--- src/rtl/gpio_pkg.sv ---
// gpio_pkg: shared constants and helpers for pin-facing input blocks.
// Holds the default debounce length, counter sizing and sync depth.
package gpio_pkg;

  localparam int DEBOUNCE_DEFAULT = 50000;
  localparam int SYNC_STAGES      = 2;

  // Counter width able to hold the value n.
  function automatic int cnt_width(input int n);
    return (n < 1) ? 1 : $clog2(n + 1);
  endfunction

endpackage

--- src/rtl/debounce_bit.sv ---
// debounce_bit: one-bit synchronizer, stability counter and edge pulses.
// A new level is accepted after DEBOUNCE_CYCLES differing samples.
module debounce_bit
  import gpio_pkg::*;
#(
  parameter int DEBOUNCE_CYCLES = DEBOUNCE_DEFAULT
) (
  input  logic clock,
  input  logic reset,
  input  logic pin_i,
  output logic level_o,
  output logic rise_o,
  output logic fall_o,
  output logic rise_set_o,
  output logic fall_set_o
);

  localparam int CW = cnt_width(DEBOUNCE_CYCLES);
  localparam logic [CW-1:0] LAST = CW'(DEBOUNCE_CYCLES - 1);

  logic [SYNC_STAGES-1:0] sync_q;
  logic                   s2;
  logic [CW-1:0]          cnt_q;
  logic [CW-1:0]          cnt_d;
  logic                   stable_q;
  logic                   stable_d;
  logic                   rise_q;
  logic                   fall_q;
  logic                   accept;

  assign s2 = sync_q[SYNC_STAGES-1];

  // Shift the raw pin into the sysclk domain.
  always_ff @(posedge clock or posedge reset) begin
    if (reset) sync_q <= '0;
    else       sync_q <= {sync_q[SYNC_STAGES-2:0], pin_i};
  end

  // Count consecutive samples disagreeing with the stable level.
  always_comb begin
    cnt_d    = cnt_q;
    stable_d = stable_q;
    accept   = 1'b0;
    if (s2 == stable_q) begin
      cnt_d = '0;
    end else if (cnt_q == LAST) begin
      accept   = 1'b1;
      stable_d = s2;
      cnt_d    = '0;
    end else begin
      cnt_d = cnt_q + 1'b1;
    end
  end

  assign rise_set_o = accept & s2;
  assign fall_set_o = accept & ~s2;

  // Stable level, counter and registered edge pulses.
  always_ff @(posedge clock or posedge reset) begin
    if (reset) begin
      cnt_q    <= '0;
      stable_q <= 1'b0;
      rise_q   <= 1'b0;
      fall_q   <= 1'b0;
    end else begin
      cnt_q    <= cnt_d;
      stable_q <= stable_d;
      rise_q   <= rise_set_o;
      fall_q   <= fall_set_o;
    end
  end

  assign level_o = stable_q;
  assign rise_o  = rise_q;
  assign fall_o  = fall_q;

endmodule

--- src/rtl/gpio_in_debounce.sv ---
// gpio_in_debounce: debounced GPIO inputs with edge pulses and flags.
// Pending flags are sticky; a set on the same edge beats a clear.
module gpio_in_debounce
  import gpio_pkg::*;
#(
  parameter int WIDTH           = 8,
  parameter int DEBOUNCE_CYCLES = DEBOUNCE_DEFAULT
) (
  input  logic             clock,
  input  logic             reset,
  input  logic [WIDTH-1:0] io_pins_in,
  output logic [WIDTH-1:0] io_gpio_in,
  output logic [WIDTH-1:0] io_rise,
  output logic [WIDTH-1:0] io_fall,
  output logic [WIDTH-1:0] io_edge_pending,
  input  logic [WIDTH-1:0] io_clear,
  output logic             io_any_pending
);

  logic [WIDTH-1:0] rise_set;
  logic [WIDTH-1:0] fall_set;
  logic [WIDTH-1:0] pending_q;
  logic [WIDTH-1:0] pending_d;

  for (genvar g = 0; g < WIDTH; g++) begin : g_bit
    debounce_bit #(
      .DEBOUNCE_CYCLES(DEBOUNCE_CYCLES)
    ) u_bit (
      .clock     (clock),
      .reset     (reset),
      .pin_i     (io_pins_in[g]),
      .level_o   (io_gpio_in[g]),
      .rise_o    (io_rise[g]),
      .fall_o    (io_fall[g]),
      .rise_set_o(rise_set[g]),
      .fall_set_o(fall_set[g])
    );
  end

  // Clear masked flags, then set any freshly accepted edge.
  always_comb begin
    pending_d = (pending_q & ~io_clear) | rise_set | fall_set;
  end

  // Sticky per-bit edge flags.
  always_ff @(posedge clock or posedge reset) begin
    if (reset) pending_q <= '0;
    else       pending_q <= pending_d;
  end

  assign io_edge_pending = pending_q;
  assign io_any_pending  = |pending_q;

endmodule

--- config.mk ---
export PLATFORM = sky130hd
export DESIGN_NAME = gpio_in_debounce
export DESIGN_NICKNAME = d
export VERILOG_FILES = /design/src/rtl/gpio_pkg.sv /design/src/rtl/debounce_bit.sv /design/src/rtl/gpio_in_debounce.sv
export SDC_FILE = /design/constraint.sdc
export NUM_CORES = 1
export LEC_CHECK = 0
export CELL_PAD_IN_SITES_DETAIL_PLACEMENT = 2
export CELL_PAD_IN_SITES_GLOBAL_PLACEMENT = 2
export CORE_MARGIN = 1.5
export CORE_UTILIZATION = 40
export CTS_CLUSTER_SIZE = 30
export DETAILED_ROUTE_END_ITERATION = 10
export PLACE_DENSITY = 0.84
export SYNTH_ARGS = -nofsm -noshare
export SYNTH_HDL_FRONTEND = slang
export SYNTH_HIERARCHICAL = 1
export SYNTH_SLANG_ARGS = --single-unit
--- constraint.sdc ---
create_clock -name clock -period 2 [get_ports clock]
set_input_delay 0.3 -clock clock [delete_from_list [all_inputs] [get_ports clock]]
set_output_delay 0.3 -clock clock [all_outputs]
set_load 0.05 [all_outputs]
* Word level (Yosys, flattened, before mapping) *
Cells that the tools add are included.
W data, S select, Z words.

cells by class
  $add $sub $neg = 8
  equality and inequality tests = 16
  mux-type cells = 32
  bitwise gates (word level) = 36
  reduce and logical (&&, ||, !) cells = 9

operator list
  operator                 count
  $mux W16                 16
  $add A16 B1 Y16 const B  8
  $eq A16 B16 Y1 const B   8
  $and A1 B1 Y1            16
  $mux W1                  16
  $not A1 Y1               16
  $or A8 B8 Y8             2
  $reduce_and A2 Y1        8
  $and A8 B8 Y8            1
  $eq A1 B1 Y1             8
  $not A8 Y8               1
  $reduce_or A8 Y1         1

word-level totals
  register bits = 176
  bits of input ports = 18
  output and inout bits = 33
  word-level logic and storage cells = 142

* Longest topological paths before layout *
Gate-level depths: netlist of run 1.

  depth in word-level cells = 6
  mapped depth = 7
  depth with buffers taken out = 6

* Cells and area by module *
The synthesis of run 1 kept the hierarchy.

by module, submodules not included
  module            times used  cells each  area each (um^2)  sequential area each (um^2)
  debounce_bit      8           91          988.4             525.5
  gpio_in_debounce  1           36          320.3             200.2

* Worst setup path before layout of run 1 *
OpenSTA, ideal clock, no wires.

  path type = reg-to-output
  from = register pending_q[6] (netlist: io_edge_pending[6])
  to = output io_any_pending
  data arrival time = 1.203 ns
  data required time = 1.700 ns
  slack = 0.497 ns
  cell stages (with the launch flop) = 3
  buffers on the path = 0
  cell sequence = dfrtp_1 nor4_1 nand2_1

between the ends
  word-level cells in the longest chain between the ends = 1

RTL lines
  element                 RTL line                source
  from (decl)             gpio_in_debounce.sv:22  logic [WIDTH-1:0] pending_q;
  from (signal assigned)  gpio_in_debounce.sv:48  else pending_q <= pending_d;
  $reduce_or A8 Y1        gpio_in_debounce.sv:52  assign io_any_pending = |pending_q;
  to (decl)               gpio_in_debounce.sv:17  output logic io_any_pending

No other way between the ends.

* Final worst setup path of run 1 *
  from = register pending_q[7] (netlist: io_edge_pending[7])
  to = output io_edge_pending[7]

RTL lines
  element    RTL line                source
  to (decl)  gpio_in_debounce.sv:15  output logic [WIDTH-1:0] io_edge_pending,

No word-level cell between the ends.

==> summary.txt, run 1 <==
Status: complete, no violations
Leak pwr: 4.118 nW
WL/cell: 18.97 um
Power share of the combinational group: 3.6%
Synth top area share: 53.53%
Clk_skew: 0.007555 ns
Post-CTS Setup Bufs: 0
CP max FO: 3
Overall Power: 6.860 mW
Worst min path class: input port to register
Fmax: 520.4 MHz
EDFF count, synth: 0
Routed vias: 5,836
Area contributors post-synth: dfrtp_1 (54%), xnor2_1 (7.7%), nor2_1 (6.6%)
Nets: 841
Crit start category: register
Post-synth top area cell: dfrtp_1
Core area: 20,230 sq um
# clock sinks: 176
H-tree Lvls: 4
Post-synthesis sequential area ratio: 53.53%
Dominant synthesized flop cell: dfrtp_1
Diodes inserted: 0
FF+latch area: 4404 sq um
GPL Wtd Cong: 0.8060
Grt total ovfl: 0
Crit path cell chain: clkdlybuf4s50_1
Kind of end point of the critical path: output pin
Sw Share: 22.65%
Clock Latency Late Sink: 0.42 ns
Setup slack after placement: 0.1367 ns
GR Util All Layers: 20.87%
Slew HR: 62.94%
Final worst slack: 0.07844 ns
Cell-internal power: 5.306 mW
Post-DP HPWL: 14.71 mm
Clock Tree Buf Depth: 2
Vias in the first global route: 6,834
DIE WIDTH: 146.4 um
Net Count, Synth: 790
Layout fillers: 2,068
Peak VDD IR: 0.5063 mV
Crit Path Category: register to output pin
Min cycle time layout: 1.922 ns
Worst reg2reg startpoint: g_bit[3].u_bit/cnt_q[0]
Initial antenna violation count: 0
Iter 0 DRT Violations: 212
Clk slew on worst S/H paths: 0.06 ns
Final hold vios: 0
Vias/cell: 5.325
Unique masters post-synth: 25
Least-Margin Pin Slew: 0.5582 ns
Max-Cap Viols: 0
Count leader, synth: dfrtp_1
CP Buf/Inv Count: 1
Hold_ws: 0.3201 ns
Worst hold endpoint: g_bit[2].u_bit/sync_q[0]
Largest net degree at the start of global routing: 22
Drt first pass iters: 4
Worst reg2reg endpoint: io_edge_pending[3]
Total CTS buffers: 17
Die height: 146.4 um
Clock share of power: 42.8%
Final period utilization: 96.08%
Slew Limit Fails: 0
Family with the most delay on the worst path: buffers and inverters
Hold Path Depth: 1
WP data required: 1.70 ns
WL final: 20.79 mm
Setup Viol. Count Final: 0
Ratio of cells with drive above 1 in the final layout: 8.959%
Sequential power share: 53.6%
Initial core utilization: 40.66%
Multi-input gate area: 3531 sq um
Die area: 21,440 sq um
Worst reg2reg path depth: 6
Top post-synthesis cells by count: dfrtp_1 (176), nor2_1 (144), xnor2_1 (72)
I/O Buffers: 50
Yosys warnings: 6
Post-Syn Area: 8228 sq um
Post-DRT Antenna Nets: 0
Area grow syn2layout: 15.01%
FP Rows: 52
DRC viols: 0
CP arrival: 1.62 ns
Util after Layout: 46.77%
Critical Path Max Stage Delay: 0.82 ns
Setup TNS: 0 ns
RSZ-0062 raised after global routing: no
Root Driver: clkbuf_16
Synth Instances: 764
Worst R2R Setup Slack: 0.15 ns
First-pass GRT wire length: 35.65 mm
CP max stage cell: clkdlybuf4s50_1
CTS tree: yes
Synth Area per Inst: 10.77 sq um
Post-synthesis register bit count: 176
Ys async rst share: 100.0%
IO Count: 51
Switching pwr: 1.554 mW
Pwr dens: 725.0 nW/um^2
Worst Hold Launch: io_pins_in[2]
-- logic make-up (layout without fill, tap and decap cells) --
kind of cell / count (synthesis) / count (layout) / synth area share [%]
fa+ha+maj: 8 / 8 / 1.217
buf+inv: 57 / 119 / 3.695
mux: 8 / 8 / 1.095
compound gates: 8 / 8 / 0.4866
xor+xnor: 120 / 120 / 12.77
simple gates: 387 / 387 / 27.21
flops: 176 / 176 / 53.53
-- area by class of cell --
cell class	count	share of cell area, %
well taps	270	3.570
repair buffers	64	6.307
clock inverters	6	0.3967
clock buffers	24	4.879
flip-flops and latches	176	46.54
multi-input cells	531	37.31
inverters	25	0.9917
-- per-layer routing --
metal,GRT usage (%),vias up,wire length (um)
met5,0,-,0
met4,7.475,0,451
met3,3.750,33,462
met2,37.58,75,11040
met1,24.93,3001,8839
li1,-,2727,-
-- sequential cells by signal, indices dropped and copies added, names as in the netlist --
name	count
g_bit.u_bit/level_o	8
g_bit.u_bit/rise_o	8
g_bit.u_bit/sync_q	16
g_bit.u_bit/cnt_q	128
g_bit.u_bit/fall_o	8
io_edge_pending	8
-- layout by cell type (no fill, tap or decap), types with 9 or more instances in the layout --
cell type and count:
dfrtp_1 176, nor2_1 144, xnor2_1 72, xor2_1 48, nand4_1 48, nand3_1 40
clkdlybuf4s50_1 35, nor4_1 26, inv_1 25, and3_1 23, clkbuf_16 17, nor3_1 16
buf_4 15, nor3b_1 14, dlygate4sd2_1 11, nand2_1 9
-- how the worst max path moves through the flow --
stage	slack, ns	startpoint	cells past startpoint	end
after floorplan	0.50	io_edge_pending[6]	2	io_any_pending
after global placement	0.28	g_bit[0].u_bit/cnt_q[0]	6	io_edge_pending[0]
after detailed placement	0.14	g_bit[3].u_bit/cnt_q[0]	6	io_edge_pending[3]
after CTS	0.006	g_bit[0].u_bit/level_o	1	io_gpio_in[0]
after global routing	0.003	io_edge_pending[1]	4	io_any_pending
final	0.08	io_edge_pending[7]	1	io_edge_pending[7]
-- stage by stage --
| stage | std cells | instance area (sq um) |
|---|---|---|
| finish | 1096 | 9463 |
| global route | 1096 | 9463 |
| CTS | 1096 | 9449 |
| detailed placement | 1066 | 8959 |
| global placement | 1066 | 8959 |
| floorplan | 764 | 8228 |
-- power groups by stage --
stage / combinational [mW] / clock [mW] / sequential [mW]
floorplan: 0.160 / 0 / 3.72
global placement: 0.237 / 0 / 3.73
detailed placement: 0.255 / 0 / 3.74
CTS: 0.260 / 3.04 / 3.67
global route: 0.284 / 3.17 / 3.68
finish: 0.250 / 2.94 / 3.67
-- repair_timing --
item / 4_1_cts / 5_1_grt
pin swaps: 0 / 0
gates resized for setup: 12 / 5
hold buffers: 0 / 0
endpoints found under the setup margin: 12 / 5
Note: power is estimated with default switching activity, not from simulation.
==> inputs of run 2 (changes only) <==
--- a/config.mk
+++ b/config.mk
@@ -5,6 +5,7 @@
 export SDC_FILE = /design/constraint.sdc
 export NUM_CORES = 1
 export LEC_CHECK = 0
+export CAP_MARGIN = 20
 export CELL_PAD_IN_SITES_DETAIL_PLACEMENT = 2
 export CELL_PAD_IN_SITES_GLOBAL_PLACEMENT = 2
 export CORE_MARGIN = 1.5
@@ -12,6 +13,7 @@
 export CTS_CLUSTER_SIZE = 30
 export DETAILED_ROUTE_END_ITERATION = 10
 export PLACE_DENSITY = 0.84
+export SLEW_MARGIN = 20
 export SYNTH_ARGS = -nofsm -noshare
 export SYNTH_HDL_FRONTEND = slang
 export SYNTH_HIERARCHICAL = 1
==> results of run 2 <==
Same layout as run 1: the final DEF is identical, and so are final timing and power.
